$ cat src/rtl/reg_bus_pkg.sv
// Shared types for the engine register-bus scheduler: bus commands,
// scheduler states and the start-operation register address.
package reg_bus_pkg;

  typedef enum logic [1:0] {
    CMD_IDLE = 2'd0,
    CMD_WR   = 2'd1,
    CMD_RD   = 2'd2,
    CMD_RSV  = 2'd3
  } cmd_t;

  typedef enum logic [2:0] {
    ST_IDLE,
    ST_ISSUE,
    ST_RD_CAP,
    ST_WAIT_DONE,
    ST_ACK
  } sched_state_t;

  localparam logic [1:0] START_ADDR = 2'b00;

  function automatic logic cmd_legal(input logic [1:0] cmd);
    return (cmd == CMD_WR) || (cmd == CMD_RD);
  endfunction

endpackage

$ cat src/rtl/rr_arb2.sv
// Two-way round-robin arbiter; the pointer remembers which requester was
// served last so the other one wins the next tie.
module rr_arb2 (
  input  logic       clk,
  input  logic       rst,
  input  logic [1:0] req,
  input  logic       en,
  output logic [1:0] gnt,
  output logic       vld
);

  logic last_q;

  always_comb begin
    gnt = 2'b00;
    if (en) begin
      case (req)
        2'b01:   gnt = 2'b01;
        2'b10:   gnt = 2'b10;
        2'b11:   gnt = last_q ? 2'b01 : 2'b10;
        default: gnt = 2'b00;
      endcase
    end
  end

  assign vld = |gnt;

  // Reset to 1 so requester 0 wins the very first tie.
  always_ff @(posedge clk or posedge rst) begin
    if (rst) begin
      last_q <= 1'b1;
    end else if (vld) begin
      last_q <= gnt[1];
    end
  end

endmodule

$ cat src/rtl/reg_bus_sched.sv
// Two-requester scheduler for the engine register bus: one transaction at a
// time, read-data capture, and bus hold after a start write until done/timeout.
module reg_bus_sched
  import reg_bus_pkg::*;
#(
  parameter int DATA_W      = 32,
  parameter int TIMEOUT_CYC = 1024
) (
  input  logic              clk,
  input  logic              rst,
  input  logic [1:0]        req_i,
  input  logic [1:0]        cmd0_i,
  input  logic [1:0]        addr0_i,
  input  logic [DATA_W-1:0] wdata0_i,
  input  logic [1:0]        cmd1_i,
  input  logic [1:0]        addr1_i,
  input  logic [DATA_W-1:0] wdata1_i,
  output logic [1:0]        ack_o,
  output logic              err_o,
  output logic [DATA_W-1:0] rdata_o,
  output logic [1:0]        bus_rd_wr_id_o,
  output logic [1:0]        bus_addr_o,
  output logic [DATA_W-1:0] bus_wdata_o,
  input  logic [DATA_W-1:0] bus_rdata_i,
  input  logic              engine_done_i,
  output logic              busy_o
);

  localparam logic [31:0] TO_LAST = 32'(TIMEOUT_CYC - 1);

  sched_state_t      state_q, state_d;
  logic [1:0]        masked_req, arb_gnt, gnt_q;
  logic              arb_vld, timeout, issue_legal;
  logic [1:0]        cmd_q, addr_q;
  logic [DATA_W-1:0] wdata_q, rd_hold_q;
  logic              err_q;
  logic [31:0]       cnt_q;

  // The requester acked this cycle still holds req; it must not be re-granted.
  assign masked_req = req_i & ~ack_o;

  rr_arb2 u_arb (
    .clk (clk),
    .rst (rst),
    .req (masked_req),
    .en  (state_q == ST_IDLE),
    .gnt (arb_gnt),
    .vld (arb_vld)
  );

  always_comb begin
    state_d = state_q;
    timeout = 1'b0;
    case (state_q)
      ST_IDLE:      if (arb_vld) state_d = ST_ISSUE;
      ST_ISSUE: begin
        if (!cmd_legal(cmd_q))       state_d = ST_ACK;
        else if (cmd_q == CMD_RD)    state_d = ST_RD_CAP;
        else if (addr_q == START_ADDR) state_d = ST_WAIT_DONE;
        else                         state_d = ST_ACK;
      end
      ST_RD_CAP:    state_d = ST_ACK;
      ST_WAIT_DONE: begin
        if (engine_done_i) begin
          state_d = ST_ACK;
        end else if ((TIMEOUT_CYC > 0) && (cnt_q == TO_LAST)) begin
          state_d = ST_ACK;
          timeout = 1'b1;
        end
      end
      ST_ACK:       state_d = ST_IDLE;
      default:      state_d = ST_IDLE;
    endcase
  end

  // Bus is driven only while issuing a legal command; otherwise it rests at 0.
  assign issue_legal    = (state_q == ST_ISSUE) && cmd_legal(cmd_q);
  assign bus_rd_wr_id_o = issue_legal ? cmd_q   : 2'b00;
  assign bus_addr_o     = issue_legal ? addr_q  : 2'b00;
  assign bus_wdata_o    = issue_legal ? wdata_q : '0;
  assign busy_o         = (state_q != ST_IDLE);

  always_ff @(posedge clk or posedge rst) begin
    if (rst) begin
      state_q <= ST_IDLE;
      gnt_q   <= 2'b00;
      err_q   <= 1'b0;
      cnt_q   <= '0;
      ack_o   <= 2'b00;
      err_o   <= 1'b0;
      rdata_o <= '0;
    end else begin
      state_q <= state_d;
      ack_o   <= 2'b00;
      err_o   <= 1'b0;
      case (state_q)
        ST_IDLE: begin
          if (arb_vld) begin
            gnt_q <= arb_gnt;
            err_q <= 1'b0;
          end
        end
        ST_ISSUE: begin
          // WAIT_DONE is only entered from here, so this is the entry clear.
          cnt_q <= '0;
          if (!cmd_legal(cmd_q)) err_q <= 1'b1;
        end
        ST_WAIT_DONE: begin
          cnt_q <= cnt_q + 32'd1;
          if (timeout) err_q <= 1'b1;
        end
        ST_ACK: begin
          ack_o <= gnt_q;
          err_o <= err_q;
          if (cmd_q == CMD_RD) rdata_o <= rd_hold_q;
        end
        default: ;
      endcase
    end
  end

  always_ff @(posedge clk) begin
    if ((state_q == ST_IDLE) && arb_vld) begin
      cmd_q   <= arb_gnt[1] ? cmd1_i   : cmd0_i;
      addr_q  <= arb_gnt[1] ? addr1_i  : addr0_i;
      wdata_q <= arb_gnt[1] ? wdata1_i : wdata0_i;
    end
    if (state_q == ST_RD_CAP) rd_hold_q <= bus_rdata_i;
  end

endmodule

$ cat config.mk
export PLATFORM = sky130hd
export DESIGN_NAME = reg_bus_sched
export DESIGN_NICKNAME = d
export VERILOG_FILES = /design/src/rtl/reg_bus_pkg.sv /design/src/rtl/rr_arb2.sv /design/src/rtl/reg_bus_sched.sv
export SDC_FILE = /design/constraint.sdc
export NUM_CORES = 1
export LEC_CHECK = 0
export CAP_MARGIN = 20
export CELL_PAD_IN_SITES_DETAIL_PLACEMENT = 1
export CELL_PAD_IN_SITES_GLOBAL_PLACEMENT = 2
export CORE_AREA = 2 2 140 142
export DETAILED_ROUTE_END_ITERATION = 10
export DIE_AREA = 0 0 142 144
export PLACE_DENSITY = 0.85
export SYNTH_ARGS = -nofsm -noshare
export SYNTH_HDL_FRONTEND = slang
export SYNTH_SLANG_ARGS = --single-unit
$ cat constraint.sdc
create_clock -name clk -period 10.7 [get_ports clk]
set_input_delay 3.21 -clock clk [delete_from_list [all_inputs] [get_ports clk]]
set_output_delay 3.21 -clock clk [all_outputs]
set_load 0.02 [all_outputs]
# Yosys cells after proc, flatten, opt, wreduce, memory -nomap -nowiden
# Index checks and enable logic that the tools add are counted.
[word_totals]
output_inout_bits = 72
in_bits = 109
wordCells = 68
ff_bits = 142
[classes]
n_mux = 26
bitwise_logic = 2
eq_ne = 14
n_reduce_logical = 13
add_sub_neg = 1
[op_table]
columns = ["cell", "count"]
rows = [
  ["32-bit 2-to-1 mux", 2],
  ["32-bit case mux with 2 select lines", 1],
  ["32-bit by 1-bit adder with 32-bit output, second input constant", 1],
  ["32-bit by 10-bit == test with 1-bit output, second input constant", 1],
  ["3-bit 2-to-1 mux", 6],
  ["2-bit 2-to-1 mux", 7],
  ["3-bit case mux with 4 select lines", 1],
  ["1-bit 2-to-1 mux", 7],
  ["2-bit == test, second input constant", 3],
  ["3-bit by 2-bit == test with 1-bit output, second input constant", 2],
  ["2-bit inequality test, second input constant", 3],
  ["2-bit case mux with 3 select lines", 1],
  ["2-bit AND reduction", 3],
  ["3-bit nonzero test", 2],
  ["2-bit by 1-bit == test with 1-bit output, second input constant", 2],
  ["4-bit AND reduction", 1],
  ["3-bit by 1-bit == test with 1-bit output, second input constant", 1],
  ["3-bit == test, second input constant", 1],
  ["3-bit logical NOT", 1],
  ["3-bit inequality test, second input constant", 1],
  ["1-bit case mux with 3 select lines", 1],
  ["2-bit bitwise AND", 1],
  ["1-bit logical AND", 2],
  ["2-bit logical NOT", 1],
  ["4 further kinds", 4],
]

# Depth between registers and ports, before layout
[depth]
depth_word = 8
ltp_mapped = 8

# Hierarchy
# From an unflattened synthesis, not the netlist that was laid out.
[unflattened]
cells_unflattened = 449
area_unflattened_um2 = 6090.8
[by_module_without_submodules]
columns = ["module", "area_each_um2", "seq_area_each_um2", "cells_each", "n_inst"]
rows = [
  ["reg_bus_sched", 6017.0, 3868.7, 439, 1],
  ["rr_arb2", 73.8, 26.3, 10, 1],
]

# Least setup slack after synthesis
# OpenSTA, ideal clock, no wires.
[synth_path]
kind = "flip-flop to output port"
start = "register cmd_q[1]"
end = "output port bus_wdata_o[11]"
path_buffers = 2
required_ns = 7.490
stages_incl_launch_ff = 6
setup_slack_ns = 5.762
arrival_time_ns = 1.728
cell_sequence = "edfxtp_1 -> ha_1 -> nor4b_1 -> clkbuf_1 -> clkbuf_1 -> and2_1"
[synth_via]
elab_chain_cells = 4
word_cells_on_any_way = 5
classes_between = "eq/ne (2); mux (1); reduce/logical (2)"
[synth_rtl]
columns = ["element", "line", "rtl"]
rows = [
  ["start: declaration", "reg_bus_sched.sv:34", "logic [1:0] cmd_q, addr_q;"],
  ["start signal: assignment", "reg_bus_sched.sv:124", "cmd_q <= arb_gnt[1] ? cmd1_i : cmd0_i;"],
  ["2-bit by 1-bit == test with 1-bit output / 2-bit == test (equally long branches)", "reg_bus_pkg.sv:23", "return (cmd == CMD_WR) || (cmd == CMD_RD);"],
  ["1-bit logical OR (*)", "reg_bus_pkg.sv:23", ""],
  ["1-bit logical AND (*)", "reg_bus_sched.sv:77", "assign issue_legal = (state_q == ST_ISSUE) && cmd_legal(cmd_q);"],
  ["32-bit 2-to-1 mux (*)", "reg_bus_sched.sv:80", "assign bus_wdata_o = issue_legal ? wdata_q : '0;"],
  ["end: declaration", "reg_bus_sched.sv:23", "output logic [DATA_W-1:0] bus_wdata_o,"],
]
# Every way passes the cells marked *; elsewhere a longest branch is shown, timed or not.

# Final worst setup path
[layout_path]
start = "register cmd_q[0]"
end = "output port bus_rd_wr_id_o[1]"
[layout_via]
elab_chain_cells = 4
word_cells_on_any_way = 5
classes_between = "eq/ne (2); mux (1); reduce/logical (2)"
[layout_rtl]
columns = ["element", "line", "rtl"]
rows = [
  ["2-bit by 1-bit == test with 1-bit output / 2-bit == test (equally long branches)", "reg_bus_pkg.sv:23", ""],
  ["1-bit logical OR (*)", "reg_bus_pkg.sv:23", ""],
  ["1-bit logical AND (*)", "reg_bus_sched.sv:77", ""],
  ["2-bit 2-to-1 mux (*)", "reg_bus_sched.sv:78", "assign bus_rd_wr_id_o = issue_legal ? cmd_q : 2'b00;"],
  ["end: declaration", "reg_bus_sched.sv:21", "output logic [1:0] bus_rd_wr_id_o,"],
]
# Marks and branches as above.

==> reports/metrics.cfg <==
[clock_network]
tritoncts = built
clock_path_buffers = 2
clock-root-buffer = clkbuf_16
clk_latency_ns = 0.42
numCtsBuffers = 17
post-cts-setup-buffers = 0
cts.repair.resized = 0
htree_levels = 4
clkSinkCount = 142
hold_buffers = 0
clk_pin_slew_ns = 0.07

[setup_path]
worstPathArrival_ns = 2.71
reg2reg_from = state_q[0]
regToRegEndpoint = cnt_q[17]
startpoint = cmd_q[0]
endpoint = bus_rd_wr_id_o[1]
end_kind = primary output
r2r_cells = 4
path_class = reg -> out
critPathRequiredTime_ns = 7.49
regToRegSetupSlack_ns = 7.92
crit_fanout = 23
startpoint_type = register

[die]
core-area_mm2 = 0.0191
dieArea_mm2 = 0.0204
fp-row-count = 51
dieHeight_um = 144
pin_count = 181
die_w_um = 142
start_util_pct = 32.0

[layout]
finish.utilization_pct = 46.0
area_growth_pct = 43.6
drive_gt1_share_pct = 17.1
fill_cells = 1968
diodes = 0
mostFrequentLayoutCells = clkdlybuf4s50_1, dfrtp_1, edfxtp_1
mostFrequentLayoutCell = clkdlybuf4s50_1
final_nets = 752

[synthesis]
synth_cell_type_count = 42
synth_seq_cells = 142
synth_top_area_share_pct = 33.4
async_reset_ff_share_pct = 52.1
synth_edf_count = 68
synth_top_area_cell = edfxtp_1
synth_nets = 572
ys_seq_area_share_pct = 63.7
synth_ff_type = dfrtp_1
yosys_warnings = 0
synth_area_per_cell_um2 = 13.3
synth.top_cells.by_area = edfxtp_1, dfrtp_1, mux2_2
postSynthCellCount = 461
syn_area_mm2 = 0.00611

[detailed_routing]
post_drt_wl_per_cell_um = 18.7
routed_wl_um = 16700
vias = 4407
drtAntennaViolNets = 0
drcViolationCount = 0
firstDrtPassIters = 4
viasPerCell = 4.94
first_iter_violations = 122

[global_route]
grt_pass1_vias = 4928
overflow = 0
grt_pass1_wl_um = 26900
grtUsageTotal_pct = 17.0
antenna_found_initial = 0
grt_max_degree = 75

[timing]
rsz0062_at_grt = false
finalCriticalPeriod_ns = 5.92
finalSetupViolations = 0
finalHoldViolations = 0
min_period_over_period_pct = 55.4
max_freq_ghz = 0.169
relSlewSlack_pct = 34.8
drv_slew = 0
fin_setup_tns_ns = 0
skew_ns = 0.00756
worstMarginPinSlew_ns = 0.978

[outcome]
outcome = complete, no violations

[flow_run]
drv_cap = 0

[placement]
gp_congestion = 0.756
port_buffers = 180
dp_hpwl_um = 11900

[worst_hold_path]
min-delay-path-class = reg -> reg

[pwr]
ir_worst_vdd_mv = 0.117
p_per_area_mw_per_mm2 = 247
p_leak_uw = 0.00333

metrics by stage:
stage	total power, uW	instances	area, um^2	setup slack (ns)	hold WS, ns
final	2170	892	8780	4.78	0.472
after global routing	2270	892	8780	4.65	0.494
after CTS	2190	890	8760	4.11	0.479
after detailed placement	1590	858	8160	4.57	0.464
after global placement	1550	858	8160	4.76	0.444
after floorplan	1220	461	6110	5.61	0.439
worst min-delay path by stage:
stage	end	slack (ns)	from	cells after the start
2_1_floorplan	rdata_o[12]	0.44	rd_hold_q[12]	1
3_3_place_gp	rdata_o[1]	0.44	rd_hold_q[1]	1
3_5_place_dp	rdata_o[12]	0.46	rd_hold_q[12]	1
4_1_cts	rdata_o[18]	0.48	rd_hold_q[18]	1
5_1_grt	rdata_o[12]	0.49	rd_hold_q[12]	1
6_report	rdata_o[1]	0.47	rd_hold_q[1]	1
sequential cells by signal (all words and copies together) (netlist names):
signal        count
ack_o             2
addr_q            2
cmd_q             2
cnt_q            32
err_o             1
err_q             1
gnt_q             2
rd_hold_q        32
rdata_o          32
state_q           3
u_arb.last_q      1
wdata_q          32
Yosys cell counts, types with 2 or more instances:
cell type  number
mux2_1          3
o21a_1          2
nor4_1          3
o21ai_0        12
clkbuf_1       19
and4_1          6
and3_1          8
buf_1           3
or3_1           7
nor4b_1         2
edfxtp_1       68
xor2_1          5
mux2_2         65
dfrtp_1        73
a21oi_1        24
mux2i_1         2
nand2_1        20
nor2_1         12
nand2b_1        2
a31oi_1         2
nor2b_1         3
o211ai_1        2
inv_1           9
ha_1            2
or4_1          16
o31ai_1        12
nor3_1          4
and2_1         38
nand4_1         9
buf_2           4
nand3_1        13
critical path, stage by stage (launching register included):
cell and delay [ns]:
edfxtp_1 0.35, inv_1 0.05, ha_1 0.33, nor4b_2 0.47, buf_4 0.31, and2_1 0.15, clkdlybuf4s50_1 0.64
logic make-up (layout without fill, tap and decap cells):
logic type,Yosys count,after routing,share of synthesized area [%]
muxes,70,70,12.9
xor gates and xnor gates,6,6,0.860
buffers and inverters,35,228,2.23
and+or+nand+nor,147,147,14.1
AOI/OAI and AO/OA,59,59,5.77
DFF,142,142,63.7
adders and majority gates,2,2,0.409
where the power goes:
part           switching, uW  total (uW)  internal [uW]
combinational            388         742            355
sequential              76.0         831            755
clock                    253         595            343
total                    716        2170           1450
final cells by class:
type / count / area [um^2] / area share, %
clock buffer: 18 / 450 / 5.13
clock inverter: 14 / 148 / 1.68
inverter: 9 / 33.8 / 0.385
multi-input combinational: 284 / 2090 / 23.9
sequential: 142 / 3890 / 44.4
tap: 238 / 298 / 3.39
timing repair buffer: 187 / 1860 / 21.2
per-layer routing:
metal | global-route usage [%] | vias to the layer above | share of wire, % | wire length (um)
met5 | 0 | - | 0 | 0
met2 | 29.1 | 109 | 52 | 8640
li1 | - | 2070 | - | -
met4 | 6.32 | 0 | 2.4 | 393
met1 | 20.6 | 2201 | 41 | 6800
met3 | 4.80 | 27 | 5.1 | 856
Power figures use the tool's default switching activity.
